==> config.mk <==
export PLATFORM = sky130hd
export DESIGN_NAME = layer2_mac_sequencer
export DESIGN_NICKNAME = d
export VERILOG_FILES = /design/src/rtl/layer2_mac_sequencer.sv
export SDC_FILE = /design/constraint.sdc
export NUM_CORES = 1
export LEC_CHECK = 0
export BUFFER_PORTS_ARGS = -buffer_cell sky130_fd_sc_hd__buf_2
export CAP_MARGIN = 5
export CELL_PAD_IN_SITES_DETAIL_PLACEMENT = 1
export CELL_PAD_IN_SITES_GLOBAL_PLACEMENT = 1
export CORE_MARGIN = 2
export CORE_UTILIZATION = 50
export DETAILED_ROUTE_END_ITERATION = 10
export PLACE_DENSITY = 0.79
export SLEW_MARGIN = 40
export SYNTH_ARGS = -nofsm -noshare
export SYNTH_HDL_FRONTEND = slang
export SYNTH_SLANG_ARGS = --single-unit
==> constraint.sdc <==
create_clock -name clk -period 3.42 [get_ports clk]
set_input_delay 0.171 -clock clk [delete_from_list [all_inputs] [get_ports clk]]
set_output_delay 0.171 -clock clk [all_outputs]
set_load 0.005 [all_outputs]
==> src/rtl/layer2_mac_sequencer.sv <==
// Layer-2 fully-connected sequencer: walks each neuron's weight row against the
// layer-1 activations, one MAC per cycle, and hands each result out on valid/ready.
module layer2_mac_sequencer #(
  parameter  int N_IN  = 16,
  parameter  int N_OUT = 16,
  parameter  int ACC_W = 44,
  parameter  int RELU  = 0,
  localparam int KW    = $clog2(N_IN),
  localparam int NW    = (N_OUT > 1) ? $clog2(N_OUT) : 1
) (
  input  logic          clk,
  input  logic          rst_n,
  input  logic          start,
  output logic          busy,
  output logic          done,
  output logic [7:0]    w_addr,
  input  logic [19:0]   w_data,
  output logic [KW-1:0] x_addr,
  input  logic [19:0]   x_data,
  output logic          y_valid,
  input  logic          y_ready,
  output logic [NW-1:0] y_idx,
  output logic [19:0]   y_data
);

  typedef enum logic [2:0] {
    S_IDLE,
    S_MAC,
    S_DRAIN,
    S_OUT,
    S_FIN
  } state_t;

  localparam logic signed [ACC_W-1:0] Y_MAX = ACC_W'(524287);
  localparam logic signed [ACC_W-1:0] Y_MIN = ACC_W'(-524288);

  state_t                   r_state;
  state_t                   w_next;
  logic [NW-1:0]            r_neuron;
  logic [KW-1:0]            r_k;
  logic signed [39:0]       r_prod;
  logic signed [ACC_W-1:0]  r_acc;
  logic [19:0]              r_y_data;
  logic [NW-1:0]            r_y_idx;
  logic                     r_busy;
  logic                     r_done;
  logic                     r_valid;

  logic signed [19:0]       w_x;
  logic signed [19:0]       w_mag;
  logic signed [19:0]       w_wtc;
  logic signed [39:0]       w_prod;
  logic signed [ACC_W-1:0]  w_prod_ext;
  logic signed [ACC_W-1:0]  w_sum;
  logic signed [ACC_W-1:0]  w_sh;
  logic [19:0]              w_y;

  // Sign-magnitude weight to two's complement; a -0 word decodes to 0.
  assign w_x        = x_data;
  assign w_mag      = {1'b0, w_data[18:0]};
  assign w_wtc      = w_data[19] ? -w_mag : w_mag;
  assign w_prod     = 40'(w_x) * 40'(w_wtc);
  assign w_prod_ext = {{(ACC_W-40){r_prod[39]}}, r_prod};
  assign w_sum      = r_acc + w_prod_ext;
  assign w_sh       = w_sum >>> 16;

  always_comb begin
    // NOTE: every always_comb output gets a default first so no path infers a latch.
    w_y = w_sh[19:0];
    if (w_sh > Y_MAX)      w_y = 20'h7FFFF;
    else if (w_sh < Y_MIN) w_y = 20'h80000;
    if (RELU != 0 && w_sh[ACC_W-1]) w_y = '0;
  end

  always_comb begin
    w_next = r_state;
    case (r_state)
      S_IDLE:  if (start) w_next = S_MAC;
      S_MAC:   if (r_k == KW'(N_IN - 1)) w_next = S_DRAIN;
      S_DRAIN: w_next = S_OUT;
      S_OUT:   if (y_ready) w_next = (r_neuron == NW'(N_OUT - 1)) ? S_FIN : S_MAC;
      S_FIN:   w_next = S_IDLE;
      default: w_next = S_IDLE;
    endcase
  end

  // NOTE: sequential state uses non-blocking assignments and resets asynchronously.
  always_ff @(posedge clk or negedge rst_n) begin
    if (!rst_n) r_state <= S_IDLE;
    else        r_state <= w_next;
  end

  // Status flags are registered from the next state so they change with the state.
  always_ff @(posedge clk or negedge rst_n) begin
    if (!rst_n) begin
      r_busy  <= 1'b0;
      r_done  <= 1'b0;
      r_valid <= 1'b0;
    end else begin
      r_busy  <= (w_next == S_MAC) || (w_next == S_DRAIN) || (w_next == S_OUT);
      r_done  <= (w_next == S_FIN);
      r_valid <= (w_next == S_OUT);
    end
  end

  always_ff @(posedge clk or negedge rst_n) begin
    if (!rst_n) begin
      r_neuron <= '0;
      r_k      <= '0;
      r_prod   <= '0;
      r_acc    <= '0;
      r_y_data <= '0;
      r_y_idx  <= '0;
    end else begin
      case (r_state)
        S_IDLE: begin
          if (start) begin
            r_neuron <= '0;
            r_k      <= '0;
          end
        end
        S_MAC: begin
          // The product lags the address by one cycle, so k==0 clears instead of adding.
          r_prod <= w_prod;
          r_acc  <= (r_k == '0) ? '0 : w_sum;
          r_k    <= r_k + 1'b1;
        end
        S_DRAIN: begin
          r_acc    <= w_sum;
          r_y_data <= w_y;
          r_y_idx  <= r_neuron;
        end
        S_OUT: begin
          if (y_ready && (r_neuron != NW'(N_OUT - 1))) r_neuron <= r_neuron + 1'b1;
        end
        default: ;
      endcase
    end
  end

  assign w_addr  = 8'({r_neuron, r_k});
  assign x_addr  = r_k;
  assign busy    = r_busy;
  assign done    = r_done;
  assign y_valid = r_valid;
  assign y_idx   = r_y_idx;
  assign y_data  = r_y_data;

endmodule

; After elaboration in Yosys (flattened, before gate mapping)
; Cells that the tools add are included.
[op_classes]
order_cmp = 2
reduce_logical = 10
n_mul = 1
n_eq_ne = 12
addsub = 4
mux = 14
[op_table]
columns = operator, n
row1 = case mux 44 bit (2 select lines), 1
row2 = 2-to-1 mux 20 bit, 3
row3 = adder 44 x 40 -> 44 bit, 1
row4 = 2-to-1 mux 44 bit, 1
row5 = multiplier 20 x 20 -> 40 bit, 1
row6 = > comparator 28 x 20 -> 1 bit (second input constant), 1
row7 = less-than comparator 28 x 20 -> 1 bit (second input constant), 1
row8 = negation 19 -> 20 bit, 1
row9 = case mux 4 bit (2 select lines), 2
row10 = == test 3 x 2 -> 1 bit (second input constant), 4
row11 = 2-to-1 mux 3 bit, 4
row12 = case mux 3 bit (4 select lines), 1
row13 = adder 4 x 1 -> 4 bit (second input constant), 2
row14 = == test 4 bit (second input constant), 2
row15 = 2-to-1 mux 4 bit, 2
row16 = == test 3 x 1 -> 1 bit (second input constant), 2
row17 = nonzero test 2 bit, 3
row18 = logical NOT 4 bit, 1
row19 = != test 2 bit (second input constant), 2
row20 = != test 4 bit (second input constant), 1
row21 = == test 3 bit (second input constant), 1
row22 = logical NOT 3 bit, 1
row23 = AND reduction 3 bit, 1
row24 = logical OR 1 bit, 2
row25 = other kinds (2), 2
[totals]
reg_bits = 122
word_cells = 53
out_inout_bits = 39
in_bits = 44

; Logic depth before layout (Yosys ltp)
[depth]
word_depth = 7
mapped_depth = 33
depth_no_buf = 31

; Worst setup path after synthesis
; Ideal clock, no wire load.
[synth_path]
path_type = input -> register
startpoint = input port w_data[7]
endpoint = register r_prod[34]
slack_ns = -4.254
path_stages = 31
setup_ns = 0.095
t_required_ns = 3.325
arrival_ns = 7.579
path_buffers = 1
cell_sequence = or4_1 nor4_1 nand2_1 or2_2 o21ai_0 xnor2_1 clkbuf_1 nand2_1 fa_1 inv_1 fa_1 inv_1 fa_1 inv_1 fa_1 fa_1 fa_1 inv_1 fa_1 inv_1 ha_1 a21o_1 a21oi_1 o31ai_1 a21oi_1 o41ai_2 a211oi_2 o21ai_1 o21a_1 o21a_1 o31ai_1
[synth_between]
elab_chain_cells = 3
[synth_rtl]
columns = item, line
row1 = from (decl), 17  ; input logic [19:0] w_data,
row2 = negation 19 -> 20 bit, 61  ; assign w_wtc = w_data[19] ? -w_mag : w_mag;
row3 = 2-to-1 mux 20 bit (*), 61
row4 = multiplier 20 x 20 -> 40 bit (*), 62  ; assign w_prod = 40'(w_x) * 40'(w_wtc);
row5 = to (signal assigned), 124  ; r_prod <= w_prod;
row6 = to (decl), 41  ; logic signed [39:0] r_prod;
; Mark *: on every way between the ends. The rest lies on a longest branch, timed or not.
; A chain may end at the register's enable or synchronous reset.

; Worst setup path after layout
[layout_path]
startpoint = input port w_data[7]
endpoint = register r_prod[35]
; Same word-level chain as after synthesis.

==> summary by stage <==
Timing
The final number of hold-violating endpoints is 0. The achievable clock frequency is 129 MHz. The post-route clock skew is 0.0113 ns. The worst slew margin relative to its limit is 53.8%.

The final critical delay including setup and external delays is 7.73 ns. Setup repair after global routing could not meet its margin everywhere. The total of endpoints with negative setup slack in the final report is 51. The final critical-path setup slack is -4.31 ns. Dividing the final minimum period by the clock period gives 226%.

The actual slew at the worst max-slew pin is 0.684 ns. The count of pins over their slew limit is 0.

Synth
Summing the sequential cell areas from Yosys gives 13.4% of the chip area. Counting flops and latches in the post-synthesis netlist gives 122. By area the synthesized netlist is led by sky130_fd_sc_hd__fa_1 37%, sky130_fd_sc_hd__dfrtp_1 13%, sky130_fd_sc_hd__ha_1 8.5%. Among all cell types in the netlist, the one instantiated most often is sky130_fd_sc_hd__inv_1. The top-area cell type share of the netlist area is 37.1%. The netlist uses 82 different library cells. Synthesis handed over a netlist of 2515 instances. When the netlist entered floorplanning its net count stood at 3134. The biggest area contributor in the post-synthesis netlist is sky130_fd_sc_hd__fa_1. The warning count from the yosys run is 0.

The most used flip-flop cell after synthesis is sky130_fd_sc_hd__dfrtp_1. The share of async-settable or async-resettable flops after synthesis is 100%. The number of flops mapped to enable cells by yosys is 0. The post-synthesis average cell area is 9.03 sq um.

The area of the mapped netlist is 22700 sq um. After synthesis, the most frequently instantiated cells are 482 x sky130_fd_sc_hd__inv_1, 421 x sky130_fd_sc_hd__fa_1, 354 x sky130_fd_sc_hd__nand2_1.

Setup path
The largest individual stage delay along the critical path comes from the cell sky130_fd_sc_hd__fa_1. Data on the critical path is required at its endpoint by 3.73 ns. The endpoint type of the worst setup path is a register. The delay of the slowest critical-path stage is 0.65 ns. Among the stages of the critical path, the cell type that occurs most often is sky130_fd_sc_hd__fa_1. Data arrives at the worst endpoint at 8.05 ns. Of all nets on the critical path, the largest fanout is 8.

The type of the worst setup path is in2reg. The type of origin of the critical path is an input port.

Placed design
The setup slack after placement is -4.71 ns. The congestion estimate from routability-driven global placement came to 0.905. In this run the cell area measured after placement is 26000 sq um.

The number of buffer cells added on primary ports is 82. The half-perimeter wire length after placement is 57700 um.

Drt
The post-detailed-route count of antenna-violating nets is 0. Before antenna repair, the detailed router went through 6 iterations. The final wirelength is 92100 um. The average routed wire per standard cell is 26.5 um. The via count is 21000. The vias per cell is 6.03. The number of DRC violations after detailed-routing iteration 0 is 1556. For this run, design rule violations remaining after detail routing come to 0.

Floorplanning
The floorplan step defined a die boundary enclosing 47200 sq um. Measured along the x axis, the die boundary spans 217 um. The height of the chip is 217 um. The initial utilization of the core area, before any placement, comes to 50.4%.

The number of core rows is 78. The placeable core region is 45100 sq um. For this design the top-level I/O count stands at 83.

Final layout
The area growth from synthesis to layout is 27.7%. The design area is 29000 sq um. For this run, the post-layout net count is 3480. The fraction of layout instances using a drive strength above 1 is 28.0%. The count of inserted antenna diode cells is 0.

Clock network
The buffer depth of the longest clock path is 2. At the later pin of the worst-skew pair, clock insertion delay measures 0.44 ns. The level count of the clock H-tree is 4. The library cell used as clock root buffer is sky130_fd_sc_hd__clkbuf_16. The CTS tree is done. Clock-pin slew was measured on the worst setup and hold paths at 0.06 ns. Clock tree synthesis inserted a total of 17 buffers.

The clock net in this run drives a total of 122 sinks.

Job
Max-cap violations in this run came to 0.

Outcome
The final reports fail on negative setup slack. The flow ran to the end, but the final reports show violations.

Min path
The path class of the tightest hold or removal check is in2reg.

Global routing
The total routing usage reported by global routing is 33.6%. The first global-routing pass estimated 124000 um of wire. The number of global-route vias before repair came to 22800. The initial antenna violation count is 0.

The total congestion overflow after global routing is 0. The pin count of the biggest net entering global routing is 67.
==> logic make-up after synthesis <==
| family | after synthesis | share of synthesized area [%] |
|---|---|---|
| buffers and inverters | 607 | 10.3 |
| and+or+nand+nor | 723 | 15.2 |
| adders and majority gates | 575 | 45.6 |
| muxes | 2 | 0.0936 |
| AOI/OAI and AO/OA | 393 | 11.8 |
| xor gates and xnor gates | 93 | 3.58 |
| DFF | 122 | 13.4 |
==> area by class of cell <==
| type | count | area, sq um |
|---|---|---|
| clock buffers | 18 | 439 |
| clock inverters | 14 | 160 |
| fillers | 4993 | 16100 |
| inverters | 482 | 1810 |
| multi-input cells | 1787 | 19200 |
| flip-flops and latches | 122 | 3060 |
| well taps | 600 | 751 |
| repair buffers | 451 | 3640 |
==> stage by stage <==
step | cells | hold WS [ns] | util (%) | setup TNS, ns
CTS | 3438 | 0.170 | 61.8 | -109.76
finish | 3474 | 0.176 | 64.3 | -120.75
global placement | 3365 | 0.267 | 57.7 | -129.96
global route | 3474 | 0.215 | 64.3 | -127.10
floorplan | 2515 | -0.125 | - | -109.54
detailed placement | 3365 | 0.280 | 57.7 | -138.61
==> worst max-delay path, delay by kind of cell <==
| kind | cells | cell delay [ns] |
|---|---|---|
| fa+ha+maj | 8 | 3.98 |
| compound gates | 6 | 1.28 |
| xor+xnor | 1 | 0.18 |
| buf+inv | 5 | 0.46 |
| simple gates | 9 | 1.96 |
==> metal layers <==
| layer | GRT usage (%) | routed length, um | vias to the layer above |
|---|---|---|---|
| met5 | 0 | 0 | - |
| met4 | 11.5 | 6140 | 0 |
| met3 | 4.23 | 5500 | 465 |
| met2 | 61.9 | 47000 | 1048 |
| met1 | 40.5 | 33400 | 10900 |
| li1 | - | - | 8551 |
==> placed cells by master (no fill, tap or decap), types with 8 or more instances in the layout <==
master,Yosys,layout
sky130_fd_sc_hd__inv_1,482,449
sky130_fd_sc_hd__fa_1,421,403
sky130_fd_sc_hd__nand2_1,354,328
sky130_fd_sc_hd__buf_4,6,308
sky130_fd_sc_hd__and2_1,137,124
sky130_fd_sc_hd__dfrtp_1,122,119
sky130_fd_sc_hd__ha_1,154,100
sky130_fd_sc_hd__buf_2,7,78
sky130_fd_sc_hd__nor2_1,81,74
sky130_fd_sc_hd__o21ai_0,114,73
sky130_fd_sc_hd__a21oi_1,71,48
sky130_fd_sc_hd__ha_4,0,45
sky130_fd_sc_hd__xnor2_1,58,37
sky130_fd_sc_hd__buf_6,3,37
sky130_fd_sc_hd__a21o_1,34,34
sky130_fd_sc_hd__xor2_1,35,32
sky130_fd_sc_hd__inv_2,0,31
sky130_fd_sc_hd__o21ai_1,13,28
sky130_fd_sc_hd__nor2b_1,29,25
sky130_fd_sc_hd__a22o_1,24,24
sky130_fd_sc_hd__o21ai_2,1,22
sky130_fd_sc_hd__nand3_1,26,22
sky130_fd_sc_hd__clkbuf_16,0,20
sky130_fd_sc_hd__a21oi_2,2,19
sky130_fd_sc_hd__fa_2,0,18
sky130_fd_sc_hd__buf_12,0,17
sky130_fd_sc_hd__nand2_2,0,16
sky130_fd_sc_hd__xnor2_2,0,15
sky130_fd_sc_hd__nand4_1,15,15
sky130_fd_sc_hd__nor3_1,17,15
sky130_fd_sc_hd__o21a_1,16,14
sky130_fd_sc_hd__and2_4,0,13
sky130_fd_sc_hd__o22ai_1,12,11
sky130_fd_sc_hd__nand2_4,0,10
sky130_fd_sc_hd__and3_1,12,9
sky130_fd_sc_hd__o22ai_2,9,9
sky130_fd_sc_hd__ha_2,0,9
sky130_fd_sc_hd__or2_2,9,8
==> path summary, 6_finish.rpt <==
check,start,end,slack [ns],cells after the start
worst max-delay path,w_data[7],r_prod[35]$_DFFE_PN0P_,-4.31,29
worst min-delay path,start,r_neuron[3]$_DFFE_PN0P_,0.18,3
worst max register to register,r_prod[11]$_DFFE_PN0P_,y_data[11]$_DFFE_PN0P_,-0.05,13
worst min register to register,y_idx[0]$_DFFE_PN0P_,y_idx[0]$_DFFE_PN0P_,0.47,2
max in group asynchronous,rst_n,r_acc[42]$_DFFE_PN0P_,2.35,3
min in group asynchronous,rst_n,r_prod[3]$_DFFE_PN0P_,0.27,2
==> sequential cells by signal, summed over array words and instances, names as in the netlist <==
name and cells:
busy 1, r_neuron 4, x_addr 4, y_data 20
r_state 3, r_acc 44, r_prod 40, done 1
y_valid 1, y_idx 4
==> what timing repair did <==
item	CTS	global route
setup endpoints to repair	55	55
gates cloned	5	4
resized for setup	211	170
pin swaps	58	88
setup buffers	34	32
hold endpoints to repair	57	0
hold buffers	2	0
Power is not shown: default switching activity piles up to over one toggle a cycle in this logic, so the estimate is an artifact.
